<file path="src/rtl/nmos_famux_n.sv">
// nmos_famux_n: N-input, WIDTH-bit dynamic-node latching mux with precharge,
// leakage decay, force-high override and select-fight detection.
`default_nettype none

module nmos_famux_n #(
  parameter int              N_IN      = 3,
  parameter int              WIDTH     = 1,
  parameter int              RES_MODE  = 0,
  parameter int              DECAY_CYC = 0,
  parameter logic [WIDTH-1:0] DECAY_VAL = '0,
  parameter logic [WIDTH-1:0] RST_VAL   = '0
) (
  input  logic                    main_clk,
  input  logic                    main_rst,
  input  logic [N_IN*WIDTH-1:0]   d,
  input  logic [N_IN-1:0]         sel,
  input  logic                    pc,
  input  logic                    ff,
  output logic [WIDTH-1:0]        q,
  output logic                    stale,
  output logic                    conflict
);

  // Keep the age counter at least one bit wide so DECAY_CYC=0 stays legal.
  localparam int AGE_W = (DECAY_CYC > 0) ? $clog2(DECAY_CYC + 1) : 1;
  localparam logic [AGE_W-1:0] AGE_LAST = AGE_W'((DECAY_CYC > 0) ? DECAY_CYC - 1 : 0);
  localparam logic [AGE_W-1:0] AGE_SAT  = AGE_W'(DECAY_CYC);

  logic [WIDTH-1:0] node;
  logic [AGE_W-1:0] age;
  logic [WIDTH-1:0] resolved;
  logic [WIDTH-1:0] ref_val;
  logic             found;
  logic             differ;
  logic             conflict_next;

  always_comb begin
    resolved = (RES_MODE == 1) ? {WIDTH{1'b1}} : '0;
    ref_val  = '0;
    found    = 1'b0;
    differ   = 1'b0;
    for (int i = 0; i < N_IN; i++) begin
      if (sel[i]) begin
        if (RES_MODE == 1) resolved = resolved & d[i*WIDTH +: WIDTH];
        else               resolved = d[i*WIDTH +: WIDTH];
        // A fight is any selected input differing from the first selected one.
        if (!found) begin
          ref_val = d[i*WIDTH +: WIDTH];
          found   = 1'b1;
        end else if (d[i*WIDTH +: WIDTH] != ref_val) begin
          differ = 1'b1;
        end
      end
    end
    conflict_next = (N_IN > 1) && differ;
  end

  always_ff @(posedge main_clk or posedge main_rst) begin
    if (main_rst) begin
      node     <= RST_VAL;
      age      <= '0;
      stale    <= 1'b0;
      conflict <= 1'b0;
    end else begin
      conflict <= conflict_next;
      if (|sel) begin
        node  <= resolved;
        age   <= '0;
        stale <= 1'b0;
      end else if (pc) begin
        node  <= {WIDTH{1'b1}};
        age   <= '0;
        stale <= 1'b0;
      end else if (DECAY_CYC > 0) begin
        if (age < AGE_LAST) begin
          age <= age + 1'b1;
        end else if (age == AGE_LAST) begin
          node  <= DECAY_VAL;
          stale <= 1'b1;
          age   <= AGE_SAT;
        end
      end
    end
  end

  assign q = ff ? {WIDTH{1'b1}} : node;

endmodule

`default_nettype wire

</file>
<file path="config.mk">
export PLATFORM = sky130hd
export DESIGN_NAME = nmos_famux_n
export DESIGN_NICKNAME = d
export VERILOG_FILES = /design/src/rtl/nmos_famux_n.sv
export SDC_FILE = /design/constraint.sdc
export NUM_CORES = 1
export LEC_CHECK = 0
export CORE_AREA = 2 2 39 41
export DETAILED_ROUTE_END_ITERATION = 8
export DIE_AREA = 0 0 41 43
export SLEW_MARGIN = 20
export SYNTH_ARGS = -nofsm -noshare
export SYNTH_HDL_FRONTEND = slang
export SYNTH_SLANG_ARGS = --single-unit
</file>
<file path="constraint.sdc">
create_clock -name main_clk -period 1.1 [get_ports main_clk]
set_clock_uncertainty 0.2 [all_clocks]
set_input_delay 0.165 -clock main_clk [delete_from_list [all_inputs] [get_ports main_clk]]
set_output_delay 0.165 -clock main_clk [all_outputs]
set_load 0.05 [all_outputs]
</file>
; ---- Yosys cells after proc, flatten, opt, wreduce, memory -nomap -nowiden
; Cells that the tools add are included.
; W data, S select, Z words.
[word_totals]
register_bits = 3
in_bits = 10
elab_cells = 25
[op_classes]
n_eq_ne = 2
mux = 18
n_reduce_logical = 2
[op_table]
columns = cell, count
row1 = $mux W1, 18
row2 = $reduce_or A3 Y1, 1
row3 = $ne A1 B1 Y1, 2
row4 = $reduce_bool A2 Y1, 1

; ---- Depth between registers and ports, before layout
; Gate-level depths: netlist (run 1).
[depth]
depth_word = 8
mapped_depth = 3
depth_no_buf = 3

; ---- Worst setup path before layout (run 1)
; Ideal clock, no wire load.
[synth_timing]
path_type = register -> output
start = register node
end = output q
arrival_time_ns = 0.766
required_time_ns = 0.735
path_slack_ns = -0.031
path_stages_with_launch = 2
n_path_buf = 0
cell_sequence = dfrtp_1 -> or2_2
[synth_between]
elab_chain_cells = 1
[synth_rtl]
columns = item, line_no
row1 = from (decl), 29  ; logic [WIDTH-1:0] node;
row2 = from (signal assigned), 67  ; node <= resolved;
row3 = from (signal assigned), 71  ; node <= {WIDTH{1'b1}};
row4 = $mux W1, 86  ; assign q = ff ? {WIDTH{1'b1}} : node;
row5 = to (decl), 19  ; output logic [WIDTH-1:0] q,
; No other way between the ends.

; ---- Worst setup path after layout (run 1)
[layout_timing]
start = input ff
end = output q
[layout_between]
elab_chain_cells = 1
[layout_rtl]
columns = item, line_no
row1 = from (decl), 18  ; input logic ff,
row2 = $mux W1, 86
; No other way between the ends.

==> results of run 1 <==
[critical path: cells and delay by family]
family                 cells  cell delay, ps
and+or+nand+nor            1             260
buffers and inverters      2             560
[power groups by stage]
stage	registers, mW	logic, mW	clock network, mW
floorplan	0.0993	0.0467	0
global placement	0.0878	0.139	0
detailed placement	0.0881	0.139	0
CTS	0.0870	0.150	0.171
global route	0.0869	0.157	0.188
finish	0.0867	0.148	0.159
[per-stage QoR]
step | util, % | setup WS [ps] | TNS (ps)
after floorplan | - | 64.67 | 0
after global placement | 22.88 | -468.1 | -1092
after detailed placement | 22.88 | -474.6 | -1141
after CTS | 26.94 | -251.5 | -290.8
after global routing | 26.58 | -275.4 | -332.4
final | 26.58 | -242.7 | -266.4
[synth_stat cells]
| library cell | count | area share, % |
|---|---|---|
| xor2_1 | 3 | 18 |
| a22o_1 | 1 | 5.9 |
| or2_2 | 1 | 4.2 |
| nor4_1 | 1 | 4.2 |
| buf_4 | 1 | 5.0 |
| o41ai_1 | 1 | 5.9 |
| inv_1 | 1 | 2.5 |
| conb_1 | 1 | 2.5 |
| nor2b_1 | 1 | 4.2 |
| a32o_1 | 1 | 6.7 |
| nor3b_1 | 1 | 5.0 |
| dfrtp_1 | 2 | 34 |
| nand2_1 | 1 | 2.5 |
[flip-flops by register name, indices dropped and copies added (netlist names)]
| name | cells |
|---|---|
| conflict | 1 |
| node | 1 |
[final cells by class]
type / count / share of cell area (%)
flip-flops and latches: 2 / 13.61
clock buffers: 3 / 6.122
multi-input cells: 12 / 30.61
inverters: 1 / 1.020
repair buffers: 16 / 43.20
well taps: 16 / 5.442
[cells by family (layout without fill, tap and decap cells)]
kind of cell	count (synthesis)	after routing
AOI/OAI and AO/OA	3	3
xor gates and xnor gates	3	3
buffers and inverters	2	20
DFF	2	2
other	1	1
and+or+nand+nor	5	5
[per-layer routing]
metal	track usage, %	part of all wire (%)	wire [µm]
met2	9.688	58	262
met3	1.571	8.2	37
met4	10.00	0	0
met1	4.459	33	150
met5	0	0	0
[final timing paths]
| path | from | depth (start not counted) | endpoint | slack (ps) |
|---|---|---|---|---|
| max in group asynchronous | main_rst | 3 | node$_DFFE_PP0P_ | 130 |
| setup / recovery | ff | 3 | q | -240 |
| hold / removal | sel[2] | 2 | node$_DFFE_PP0P_ | 160 |
| setup reg to reg | node$_DFFE_PP0P_ | 3 | node$_DFFE_PP0P_ | 30 |
| hold reg to reg | node$_DFFE_PP0P_ | 3 | node$_DFFE_PP0P_ | 540 |
| min in group asynchronous | main_rst | 3 | conflict$_DFF_PP0_ | 460 |
[timing repair]
item,4_1_cts,5_1_grt
pin swaps,3,0
resized for setup,10,1
setup buffers,1,0
hold buffers,1,0
endpoints found under the setup margin,4,4
endpoints found under the hold margin,2,0
==> impl_metrics.yaml, run 1 <==
timing:
  post-route-worst-setup-slack_ps: -242.7
  finalSetupViolations: 2
  finalCritPeriodShare_pct: 122.1
  period_minus_slack_ps: 1343
  holdWs_ps: 163.3
  grt_setup_unrepaired: "true"
  finalMaxSlewViolations: 0
  fmax_ghz: 0.7448
  hold_viol_final: 0
cells_and_area:
  fin_nets: 46
  drive_gt1_share_pct: 38.24
  final_cell_mix: "5 x dlygate4sd2_1, 4 x buf_4, 3 x xor2_1, 3 x clkbuf_4, 3 x clkdlybuf4s50_1"
  nFillCells: 161
  areaGrowthSynthToFinish_pct: 147.1
  multi_input_area_um2: 112.6
  fin_area_um2: 367.9
  antennaDiodeCount: 0
  layout_commonest_cell: "dlygate4sd2_1"
  fin_cells: 50
  seqCellArea_um2: 50.05
global_routing:
  grt_pass1_vias: 209
  antenna_found_initial: 0
  track_usage_pct: 6.306
  gr-total-overflow: 0
  grt_max_degree: 6
  grt_pass1_wl_um: 662
setup_path:
  cp_slowest_cell: "clkdlybuf4s50_1"
  crit_required_ps: 730
  crit_type: "in2out"
  critPathLaunchType: "input pin"
  cp-end-kind: "primary output"
  cpPeakStageDelay_ps: 410
  crit_fanout: 1
  arrival_ps: 980
  crit_chain: "clkdlybuf4s50_1 -> or2_4 -> buf_12"
detailed_routing:
  drt-vias-per-instance: 3.840
  wirelength_um: 451
  initialDrtViolationCount: 0
  drtAntennaViolNets: 0
  first_pass_iters: 1
  remaining_drc_errors: 0
  wl_per_cell_um: 9.020
  vias: 192
floorplan:
  std_cell_rows: 14
  die_w_um: 41
  fp.coreArea_um2: 1384
  dieArea_um2: 1763
  initial_utilization_pct: 10.76
  die_h_um: 43
  ioPinCount: 13
status:
  status: "complete, but fails checks"
  violations: "negative setup slack"
clock_tree:
  root_buffer: "clkbuf_4"
  clk_latency_ps: 220
  cts_sinks: 2
  clockBufferDepth: 2
  htreeDepth: 1
  cts_buffers: 3
  cts_tree: "yes"
  clkSlewWorstSetupHoldPaths_ps: 30
power_and_ir_drop:
  combPwrFrac_pct: 37.6
  p_leak_nw: 0.1682
  switching_share_pct: 28.47
  p_sw_uw: 112.0
  vdd_drop_max_mv: 0.2001
  intPower_uw: 281.3
  power_uw: 393.3
  clkPwrFrac_pct: 40.3
  power.density_nw_per_um2: 1069
  seqPwrFrac_pct: 22.1
synthesis:
  synth_compound_area_share_pct: 18.49
  synth-seq-cells: 2
  syn_area_um2: 148.9
  syn_area_per_cell_um2: 9.306
  synthSimpleGateAreaFrac_pct: 20.17
  synthMuxAreaShare_pct: 0
  seq_area_frac_synth_pct: 33.61
  synth_cell_types: 13
  synth_cells: 16
  synth_top_family_by_area: "simple AND/OR/NAND/NOR gates"
  syn-num-nets: 26
  ys_warn_count: 0
  synth_adder_area_share_pct: 0
  yosys.area_share.xor_xnor_pct: 17.65
place:
  io_buffers: 11
  dp.cells: 45
  routabilityCongestion: 0.6652
  dp_hpwl_um: 322.1
  dpl_cell_area_um2: 316.6
flow_run:
  max-cap-violations: 0
min_path:
  min_path_type: "in2reg"
No activity file was read; power rests on OpenSTA's default activity.
==> inputs of run 2 (changes only) <==
Settings changed: SLEW_MARGIN 20 to 30.
Clock period 1.1 ns to 1.7 ns, I/O delays scaled along.
==> impl_metrics.yaml, run 2 (synthesis gave the netlist of run 1 again) <==
status:
  status: "finished clean"
setup_path:
  startpoint: "ff"
  crit_required_ps: 1240
  cp-end-kind: "primary output"
  arrival_ps: 1100
  crit_fanout: 1
  crit_type: "in2out"
  reg2reg_from: "node$_DFFE_PP0P_"
  worstRegToRegCells: 2
  critPathLaunchType: "input pin"
detailed_routing:
  wirelength_um: 384
  wl_per_cell_um: 8.348
  remaining_drc_errors: 0
  drtAntennaViolNets: 0
  initialDrtViolationCount: 0
  first_pass_iters: 1
  vias: 156
  drt-vias-per-instance: 3.391
floorplan:
  die_h_um: 43
  ioPinCount: 13
  die_w_um: 41
  dieArea_um2: 1763
  initial_utilization_pct: 10.76
  fp.coreArea_um2: 1384
  std_cell_rows: 14
timing:
  period_minus_slack_ps: 1555
  hold_viol_final: 0
  finalSetupViolations: 0
  finalMaxSlewViolations: 0
  grt_setup_unrepaired: "false"
  setup_tns_ps: 0
  fmax_ghz: 0.6430
  finalCritPeriodShare_pct: 91.49
  holdWs_ps: 493.5
power_and_ir_drop:
  power_uw: 231.3
  power.density_nw_per_um2: 773.5
  vdd_drop_max_mv: 0.1083
  p_leak_nw: 0.1253
global_routing:
  antenna_found_initial: 0
  gr-total-overflow: 0
  track_usage_pct: 5.706
  grt_pass1_wl_um: 565
  grt_max_degree: 6
  grt_pass1_vias: 180
clock_tree:
  cts_tree: "yes"
  clkSlewWorstSetupHoldPaths_ps: 30
  cts_buffers: 3
  htreeDepth: 1
  post-cts-setup-buffers: 0
  root_buffer: "clkbuf_4"
  postCtsHoldBufs: 1
  clockBufferDepth: 2
  cts_resized: 0
  clk_latency_ps: 220
  cts_sinks: 2
cells_and_area:
  layout_commonest_cell: "clkdlybuf4s50_1"
  antennaDiodeCount: 0
  fin_nets: 42
  fin_area_um2: 299.0
  reg_top3: "conflict: 1 flops, node: 1 flops"
  areaGrowthSynthToFinish_pct: 100.8
  drive_gt1_share_pct: 20.00
  final_cell_mix: "9 x clkdlybuf4s50_1, 3 x xor2_1, 3 x clkbuf_4"
place:
  io_buffers: 11
  dp_hpwl_um: 303.6
  routabilityCongestion: 0.4936
  dpl_cell_area_um2: 266.5
flow_run:
  max-cap-violations: 0
min_path:
  holdCritStartpoint: "sel[2]"
  min_path_type: "in2reg"
  hold_depth: 3
## run 2: changes by cell type in the layout (fill, tap and decap cells not counted), moves of 2 or more
cell	previous run	this run
buf_12	2	0
buf_4	4	2
clkdlybuf4s50_1	3	9
dlygate4sd2_1	5	0
## run 2: per-stage QoR
step,setup WS [ps],util (%),instances
4_1_cts,142.9,21.61,46
2_1_floorplan,478.9,-,16
3_5_place_dp,31.76,19.26,42
6_report,144.7,21.61,46
3_3_place_gp,33.97,19.26,42
5_1_grt,101.6,21.61,46
## run 2: layout make-up
class | count | area (µm²)
Fill cell | 155 | 1085
Timing Repair Buffer | 12 | 115.1
Multi-Input combinational cell | 12 | 87.58
Sequential cell | 2 | 50.05
Clock buffer | 3 | 22.52
Tap cell | 16 | 20.02
Inverter | 1 | 3.754
## run 2: power by group
| part | leakage (nW) | switching, mW | internal [mW] | total, mW |
|---|---|---|---|---|
| Sequential | 0.0243 | 0.00177 | 0.0528 | 0.0545 |
| Clock | 0.0138 | 0.0257 | 0.0778 | 0.103 |
| Combinational | 0.0872 | 0.0372 | 0.0360 | 0.0733 |
## run 2: final timing paths
path,endpoint,slack (ps)
setup / recovery,q,140
hold / removal,node$_DFFE_PP0P_,490
setup reg to reg,node$_DFFE_PP0P_,620
hold reg to reg,node$_DFFE_PP0P_,490
max in group asynchronous,node$_DFFE_PP0P_,630
min in group asynchronous,conflict$_DFF_PP0_,550
## run 2: layer usage
metal	wire length [µm]	GRT usage, %	share of wire (%)
met1	119	3.503	31
met2	231	8.750	60
met3	33	0	8.6
met4	0	12.00	0
met5	0	0	0
## run 2: worst max-delay path, cell delays in order
cell and delay, ps:
clkdlybuf4s50_1 390, or2_2 260, buf_4 190
==> inputs of run 3 (changes only) <==
Settings changed: CORE_AREA 2 2 39 41 to 3 3 40 42, DIE_AREA 0 0 41 43 to 0 0 43 45.
==> impl_metrics.yaml, run 3 (synthesis gave the netlist of run 1 again) <==
status:
  status: "finished clean"
timing:
  hold_viol_final: 0
  setup_tns_ps: 0
  finalSetupViolations: 0
  grt_setup_unrepaired: "false"
  finalMaxSlewViolations: 0
  period_minus_slack_ps: 1557
  fmax_ghz: 0.6424
  holdWs_ps: 485.4
  finalCritPeriodShare_pct: 91.56
cells_and_area:
  final_cell_mix: "9 x clkdlybuf4s50_1, 3 x xor2_1, 3 x clkbuf_4"
  reg_top3: "conflict: 1 flops, node: 1 flops"
  layout_commonest_cell: "clkdlybuf4s50_1"
  antennaDiodeCount: 0
  fin_util_pct: 23.17
  fin_nets: 42
  drive_gt1_share_pct: 20.00
  areaGrowthSynthToFinish_pct: 100.0
  nFillCells: 154
floorplan:
  die_w_um: 43
  ioPinCount: 13
  initial_utilization_pct: 11.59
  fp.coreArea_um2: 1285
  std_cell_rows: 13
  dieArea_um2: 1935
  die_h_um: 45
global_routing:
  gr-total-overflow: 0
  grt_pass1_vias: 182
  grt_pass1_wl_um: 621
  antenna_found_initial: 0
  track_usage_pct: 5.079
  grt_max_degree: 6
clock_tree:
  cts_buffers: 3
  cts_sinks: 2
  cts_tree: "yes"
  clkSlewWorstSetupHoldPaths_ps: 30
  clk_latency_ps: 230
  htreeDepth: 1
  root_buffer: "clkbuf_4"
  clockBufferDepth: 2
  post-cts-setup-buffers: 0
detailed_routing:
  met1_length_um: 116
  drtAntennaViolNets: 0
  wl_met3_um: 55
  drt-vias-per-instance: 3.889
  wl_per_cell_um: 9.289
  wl_met2_um: 226
  top_layer_used: "met4"
  initialDrtViolationCount: 2
  first_pass_iters: 2
  vias: 175
  wirelength_um: 418
  remaining_drc_errors: 0
power_and_ir_drop:
  vdd_drop_max_mv: 0.1247
  power.density_nw_per_um2: 797.5
  power_uw: 237.5
  p_leak_nw: 0.1253
min_path:
  min_path_type: "reg2reg"
place:
  routabilityCongestion: 0.6529
  io_buffers: 11
  dp_hpwl_um: 322
setup_path:
  critPathLaunchType: "input pin"
  crit_type: "in2out"
  crit_fanout: 1
  cp-end-kind: "primary output"
  crit_required_ps: 1240
  arrival_ps: 1100
flow_run:
  max-cap-violations: 0
run 3: path summary, 6_finish.rpt:
check | startpoint | end | slack, ps | cells after the start
hold / removal | node$_DFFE_PP0P_ | node$_DFFE_PP0P_ | 490 | 2
setup / recovery | ff | q | 140 | 3
max in group asynchronous | main_rst | node$_DFFE_PP0P_ | 630 | 3
hold reg to reg | node$_DFFE_PP0P_ | node$_DFFE_PP0P_ | 490 | 2
min in group asynchronous | main_rst | conflict$_DFF_PP0_ | 560 | 3
setup reg to reg | node$_DFFE_PP0P_ | node$_DFFE_PP0P_ | 630 | 2
run 3: area by class of cell:
class	count	area, µm²	area share (%)
Clock buffer	3	22.52	7.563
Inverter	1	3.754	1.261
Multi-Input combinational cell	12	87.58	29.41
Sequential cell	2	50.05	16.81
Tap cell	15	18.77	6.303
Timing Repair Buffer	12	115.1	38.66
run 3: repair_timing:
item                       4_1_cts  5_1_grt
setup endpoints to repair        0        0
hold endpoints to repair         2        0
gates resized for setup          0        0
hold buffers                     1        0
run 3: where the power goes:
| group | internal, mW | leakage, nW | total, mW | switching (mW) |
|---|---|---|---|---|
| registers | 0.0527 | 0.0243 | 0.0544 | 0.00164 |
| clock network | 0.0782 | 0.0138 | 0.109 | 0.0312 |
| logic | 0.0360 | 0.0872 | 0.0737 | 0.0376 |
run 3: worst max-delay path: stages:
cell	delay [ps]
clkdlybuf4s50_1	390
or2_2	260
buf_4	190
run 3: metal layers:
metal | vias up | global-route usage, %
met1 | 79 | 3.133
met3 | 2 | 0.3984
li1 | 84 | -
met2 | 10 | 8.683
met4 | 0 | 10.84
met5 | - | 0
run 3: through the flow:
stage / instances / cell area, µm² / worst slack, ps
2_1_floorplan: 16 / 148.9 / 478.9
3_3_place_gp: 41 / 265.3 / 50.31
3_5_place_dp: 41 / 265.3 / 32.53
4_1_cts: 45 / 297.8 / 141.1
5_1_grt: 45 / 297.8 / 136.9
6_report: 45 / 297.8 / 143.4
